**src/rtl/gnr_node_lut_pkg.sv**
```systemverilog
// Shared definitions for the GRN Boolean LUT node: default truth table and a
// constant-width helper used to size the stability counters.
package gnr_node_lut_pkg;

    // (in0 & in1) | in2 | in3 over a 4-input index
    localparam logic [15:0] LUT_DEFAULT = 16'hFFF8;

    function automatic int clog2(input int value);
        int result;
        int rem;
        result = 0;
        rem    = value - 1;
        while (rem > 0) begin
            result = result + 1;
            rem    = rem >> 1;
        end
        return result;
    endfunction

endpackage

```
**src/rtl/gnr_node_lut_ch.sv**
```systemverilog
// One channel of the GRN LUT node: update divider, node state, stability
// counter and the per-commit pulses.
module gnr_node_ch
    import gnr_node_lut_pkg::*;
#(
    parameter int                      N_IN       = 4,
    parameter logic [(2**N_IN)-1:0]    LUT        = LUT_DEFAULT,
    parameter int                      DIV_W      = 4,
    parameter int                      STABLE_CNT = 8
) (
    input  logic              clk,
    input  logic              rst,
    input  logic              start,
    input  logic              reset_nos,
    input  logic              init_state,
    input  logic              start_ch,
    input  logic [DIV_W-1:0]  div,
    input  logic [N_IN-1:0]   in_bits,
    output logic              state,
    output logic              upd_valid,
    output logic              changed,
    output logic              stable
);

    localparam int              SW       = clog2(STABLE_CNT + 1);
    localparam logic [SW-1:0]   STAB_MAX = SW'(STABLE_CNT);

    logic [DIV_W-1:0] div_cnt;
    logic [SW-1:0]    stab_cnt;
    logic [SW-1:0]    stab_inc;
    logic             nxt;
    logic             request;

    assign nxt      = LUT[in_bits];
    assign request  = start & start_ch;
    assign stab_inc = (stab_cnt == STAB_MAX) ? stab_cnt : stab_cnt + 1'b1;

    // Inputs are sampled only on the commit edge; the divider is reloaded there too.
    always_ff @(posedge clk or posedge rst) begin
        if (rst) begin
            state     <= 1'b0;
            div_cnt   <= '0;
            stab_cnt  <= '0;
            upd_valid <= 1'b0;
            changed   <= 1'b0;
            stable    <= 1'b0;
        end else if (reset_nos) begin
            state     <= init_state;
            div_cnt   <= '0;
            stab_cnt  <= '0;
            upd_valid <= 1'b0;
            changed   <= 1'b0;
            stable    <= 1'b0;
        end else if (request) begin
            if (div_cnt == '0) begin
                state     <= nxt;
                div_cnt   <= div;
                upd_valid <= 1'b1;
                changed   <= (nxt != state);
                if (nxt == state) begin
                    stab_cnt <= stab_inc;
                    stable   <= (stab_inc == STAB_MAX);
                end else begin
                    stab_cnt <= '0;
                    stable   <= 1'b0;
                end
            end else begin
                div_cnt   <= div_cnt - 1'b1;
                upd_valid <= 1'b0;
                changed   <= 1'b0;
            end
        end else begin
            upd_valid <= 1'b0;
            changed   <= 1'b0;
        end
    end

endmodule

```
**src/rtl/gnr_node_lut.sv**
```systemverilog
// Gene-regulatory-network Boolean node: one truth table evaluated independently
// for N_CH state copies, each with its own divider and stability detector.
module gnr_node_lut
    import gnr_node_lut_pkg::*;
#(
    parameter int                      N_IN       = 4,
    parameter int                      N_CH       = 2,
    parameter logic [(2**N_IN)-1:0]    LUT        = LUT_DEFAULT,
    parameter int                      DIV_W      = 4,
    parameter int                      STABLE_CNT = 8
) (
    input  logic                    clk,
    input  logic                    rst,
    input  logic                    start,
    input  logic                    reset_nos,
    input  logic [N_CH-1:0]         init_state,
    input  logic [N_CH-1:0]         start_ch,
    input  logic [N_CH*DIV_W-1:0]   div,
    input  logic [N_CH*N_IN-1:0]    in_bits,
    output logic [N_CH-1:0]         state,
    output logic [N_CH-1:0]         upd_valid,
    output logic [N_CH-1:0]         changed,
    output logic [N_CH-1:0]         stable
);

    for (genvar c = 0; c < N_CH; c++) begin : g_ch
        gnr_node_ch #(
            .N_IN       (N_IN),
            .LUT        (LUT),
            .DIV_W      (DIV_W),
            .STABLE_CNT (STABLE_CNT)
        ) u_ch (
            .clk        (clk),
            .rst        (rst),
            .start      (start),
            .reset_nos  (reset_nos),
            .init_state (init_state[c]),
            .start_ch   (start_ch[c]),
            .div        (div[c*DIV_W +: DIV_W]),
            .in_bits    (in_bits[c*N_IN +: N_IN]),
            .state      (state[c]),
            .upd_valid  (upd_valid[c]),
            .changed    (changed[c]),
            .stable     (stable[c])
        );
    end

endmodule

```
**config.mk**
```make
export PLATFORM = sky130hd
export DESIGN_NAME = gnr_node_lut
export DESIGN_NICKNAME = d
export VERILOG_FILES = /design/src/rtl/gnr_node_lut_pkg.sv /design/src/rtl/gnr_node_lut_ch.sv /design/src/rtl/gnr_node_lut.sv
export SDC_FILE = /design/constraint.sdc
export NUM_CORES = 1
export LEC_CHECK = 0
export CAP_MARGIN = 5
export CORE_MARGIN = 10
export CORE_UTILIZATION = 56
export DETAILED_ROUTE_END_ITERATION = 10
export DONT_BUFFER_PORTS = 1
export HOLD_SLACK_MARGIN = 0.15
export PLACE_DENSITY = 0.74
export SLEW_MARGIN = 10
export SYNTH_ARGS = -nofsm -noshare
export SYNTH_HDL_FRONTEND = slang
export SYNTH_HIERARCHICAL = 1
export SYNTH_SLANG_ARGS = --single-unit
```
**constraint.sdc**
```tcl
create_clock -name clk -period 1.5 [get_ports clk]
set_input_delay 0.225 -clock clk [delete_from_list [all_inputs] [get_ports clk]]
set_output_delay 0.225 -clock clk [all_outputs]
set_load 0.01 [all_outputs]
```
==> results by stage <==
Outcome:
- The run finished with clean final reports.

Synth:
- The largest total area in the synthesized netlist belongs to sky130_fd_sc_hd__dfrtp_1.
- The cell area that synthesis handed to floorplanning was 1544 sq um.
- The commonest register cell after synthesis is sky130_fd_sc_hd__dfrtp_1.
- Yosys attributes the largest share of cell area to sky130_fd_sc_hd__dfrtp_1 39%, sky130_fd_sc_hd__ha_1 6.5%, sky130_fd_sc_hd__nand2_1 5.3%.
- In this run, synthesis produced a sequential element count of 24.
- After synthesis, the largest area contributor takes up 38.90% of total cell area.
- Yosys mapped a number of flops with a built-in enable equal to 0.
- The mean post-synth cell area is a little under 9 sq um.
- The number of warnings issued by yosys is 6.
- Synthesis produced a netlist with a net count of 208.
- The share of synthesized registers carrying an async set or reset is between 90% and 100%.
- The fraction of the yosys area taken by sequential cells is roughly two fifths.
- In the synthesized netlist, the number of instances is ~180.
- The number of distinct library cell variants in the gate-level netlist after synthesis is 29.

Worst setup path:
- The critical path class is flop to flop.
- The endpoint identified for the worst register-to-register timing path is g_ch[1].u_ch/div_cnt[1]$_DFFE_PP0P_.
- The reg-to-reg startpoint is g_ch[1].u_ch/div_cnt[1]$_DFFE_PP0P_.
- The worst register-to-register path has a setup slack of 20 ps.
- The worst-case reg-to-reg path depth is 7.
- The worst setup path is launched from a flop.
- The most critical setup path has its startpoint at g_ch[1].u_ch/div_cnt[1]$_DFFE_PP0P_.
- The critical-path maximum fanout is 5.
- The arrival time of data at the critical path endpoint is ~1700 ps.
- The worst setup path is captured at a flop.
- For the worst setup path, the data required time is 1710 ps.

Pwr:
- The share of total power dissipated in the clock network is between 20% and 30%.
- In this run the power spent charging and discharging nets is around 0.0005 W.
- In this run, the combinational gates consume 28.3% of the power.
- The cell-internal power is roughly 0.0012 W.
- The areal power density over the cells is 852.4 nW/um^2.
- The leakage component of the power is 0.8435 nW.
- Across the VDD grid, the largest voltage drop is about 0.73 mV.
- The switching share of power is roughly 29%.
- The share of power burned in registers is 43.0%.

Clock tree:
- The root buffer cell chosen for the clock tree is sky130_fd_sc_hd__clkbuf_4.
- The clock latency of the later-clocked register in the worst-skew pair is about 320 ps.
- The clock net in this run drives a total of 24 sinks.
- The clock-pin slew on the worst setup and hold paths is about 150 ps.
- The TritonCTS buffer count is 3.
- The clock passes through at most 2 buffers.
- The number of H-tree levels is 1.
- TritonCTS built the clock tree.

Floorplan:
- The initial standard-cell utilization of the core is between 60 and 70%.
- The number of placement rows is 18.
- The floorplan step defined a die boundary enclosing between 5000 and 6000 sq um.
- The die outline height is just over 70 um.
- The core area is 2545 sq um.
- The number of I/O pins is 32.
- The die is between 70 and 80 um wide.

Timing:
- The final critical-path required period is between 1000 and 1500 ps.
- Headroom to the max-slew limit came out at 64.74%.
- The timing-limited maximum frequency is just under 0.7 GHz.
- The final count of negative-setup-slack endpoints is 0.
- The tightest hold margin is 122.8 ps.
- Setup repair after global routing could not meet its margin everywhere.
- Adding up every negative setup slack in the final design gives 0 ps.
- The clock tree skew after final layout is about 10 ps.
- The number of max-slew violations in the final report is 0.
- Dividing the final minimum period by the clock period gives 98.98%.
- The count of final hold-check violations came to 0.
- The slew at the pin with the worst max-slew slack is around 530 ps.

Route:
- The mean number of vias per cell is slightly above 6.
- The detailed router finished its first iteration with around 100 violations.
- For this block, the routed nets add up to 4163 um of wire.
- In the routed design, unresolved DRC markers number 0.
- Dividing the detail-routed wire length by the instance count gives between 15 and 20 um.
- The total number of vias is 1458.
- The remaining number of nets flagged by the antenna check after routing is 0.
- The first detailed-routing pass took 4 iterations.

Place:
- Port buffering added 0 buffers.
- The placed wire-length estimate is between 2000 and 3000 um.
- The congestion estimate from routability-driven global placement came to 0.8760.

Min path:
- The startpoint of the worst hold path is reset_nos.
- The tightest min-delay check is of the input pin to flop type.
- The destination of the worst hold path is g_ch[0].u_ch/stab_cnt[1]$_DFFE_PP0P_.
- The number of cells traversed by the worst hold path is 2.

Global route:
- The number of global-route vias before repair was about 1300.
- The first global-routing pass estimated roughly 6300 um of wire.
- The global routing usage summed across all routing layers is about 15%.
- The initial antenna violation count was 0.
- Summed over all layers, the global routing overflow is 0.
- Entering global routing, the biggest net connects 33 pins.

Flow run:
- The tool flagged a number of max-cap violations equal to 0.

Final layout:
- In the layout the commonest cells are 24 x sky130_fd_sc_hd__dfrtp_1, 22 x sky130_fd_sc_hd__buf_4, 21 x sky130_fd_sc_hd__nand2_1, 13 x sky130_fd_sc_hd__nand3_1, 11 x sky130_fd_sc_hd__a21oi_1.
- Leaving out fill and tap cells, the most frequent cell in the layout is sky130_fd_sc_hd__dfrtp_1.
- The net count of the finished layout is 239.
- The share of cells above drive strength 1 is 28.64%.
- The relative area change from synthesis to final layout is 27.96%.
- The repair_antennas step left the layout with diodes totalling 0.
-- power by group through the flow --
stage | Combinational [W] | Sequential (W) | Clock (W)
3_5_place_dp | 0.000345 | 0.000735 | 0
4_1_cts | 0.000395 | 0.000722 | 0.000490
3_3_place_gp | 0.000334 | 0.000733 | 0
2_1_floorplan | 0.000234 | 0.000732 | 0
6_report | 0.000476 | 0.000724 | 0.000483
5_1_grt | 0.000524 | 0.000729 | 0.000525
-- area by class of cell --
cell class	instances	area (sq um)
clock buffers	3	22.52
clock inverters	1	30.03
fillers	170	569.3
inverters	12	45.04
multi-input cells	132	947.2
flip-flops and latches	24	600.6
well taps	30	37.54
repair buffers	34	292.8
-- critical path, stage by stage (launching register included) --
cell and delay (ps):
sky130_fd_sc_hd__dfrtp_1 410, sky130_fd_sc_hd__inv_2 80, sky130_fd_sc_hd__ha_4 130, sky130_fd_sc_hd__nor3b_4 200
sky130_fd_sc_hd__buf_6 150, sky130_fd_sc_hd__nor2_1 40, sky130_fd_sc_hd__a211oi_1 270, sky130_fd_sc_hd__a211oi_1 80
-- per-layer routing --
layer  track usage, %  up-vias  routed length (um)
met3            3.265        2                 206
met4            4.852        0                  21
met5                0        -                   0
met2            24.20       36                2214
li1                 -      692                   -
met1            18.36      728                1721
-- cell usage after synthesis, types with 4 or more instances --
library cell	instances
sky130_fd_sc_hd__nor3_1	10
sky130_fd_sc_hd__o21ai_0	6
sky130_fd_sc_hd__a31oi_1	8
sky130_fd_sc_hd__a21oi_1	14
sky130_fd_sc_hd__a211oi_1	4
sky130_fd_sc_hd__ha_1	8
sky130_fd_sc_hd__nor2_1	6
sky130_fd_sc_hd__nand2b_1	4
sky130_fd_sc_hd__clkbuf_1	8
sky130_fd_sc_hd__nand4_1	4
sky130_fd_sc_hd__and2_1	4
sky130_fd_sc_hd__dfrtp_1	24
sky130_fd_sc_hd__nand2_1	22
sky130_fd_sc_hd__inv_1	12
sky130_fd_sc_hd__nand3_1	14
-- metrics by stage --
stage,utilization [%],area (sq um),cells,total power [W],setup slack (ps)
2_1_floorplan,-,1556,176,0.0009661,15.63
3_3_place_gp,66.18,1684,214,0.001067,7.761
3_5_place_dp,66.18,1684,214,0.001080,-69.77
4_1_cts,71.78,1827,225,0.001607,2.158
5_1_grt,77.63,1976,236,0.001778,-78.73
6_report,77.63,1976,236,0.001684,15.25
-- sequential cells by signal, summed over array words and instances (netlist names) --
signal	count
g_ch.u_ch/changed	2
g_ch.u_ch/div_cnt	8
g_ch.u_ch/stable	2
g_ch.u_ch/upd_valid	2
g_ch.u_ch/state	2
g_ch.u_ch/stab_cnt	8
-- logic make-up after synthesis --
| group | after synthesis | synth area share, % |
|---|---|---|
| XOR/XNOR | 2 | 2.107 |
| adder cells (fa/ha/maj) | 8 | 6.483 |
| flip-flops | 24 | 38.90 |
| buffers and inverters | 20 | 4.862 |
| AND/OR/NAND/NOR | 76 | 26.25 |
| AO/OA/AOI/OAI | 46 | 21.40 |
-- worst max path at each step --
stage          depth (start not counted)                              endpoint
6_report                               7   g_ch[1].u_ch/div_cnt[1]$_DFFE_PP0P_
4_1_cts                                6       g_ch[1].u_ch/stable$_DFFE_PP0P_
2_1_floorplan                          6       g_ch[0].u_ch/stable$_DFFE_PP0P_
3_3_place_gp                           6       g_ch[0].u_ch/stable$_DFFE_PP0P_
5_1_grt                                6  g_ch[0].u_ch/stab_cnt[2]$_DFFE_PP0P_
3_5_place_dp                           6  g_ch[1].u_ch/stab_cnt[3]$_DFFE_PP0P_
-- timing repair --
item,4_1_cts,5_1_grt
pin swaps,3,17
setup buffers,4,4
gates cloned,0,1
gates resized for setup,11,19
hold endpoints to repair,48,24
hold buffers,3,6
endpoints found under the setup margin,14,21
No activity file was read; power rests on OpenSTA's default activity.
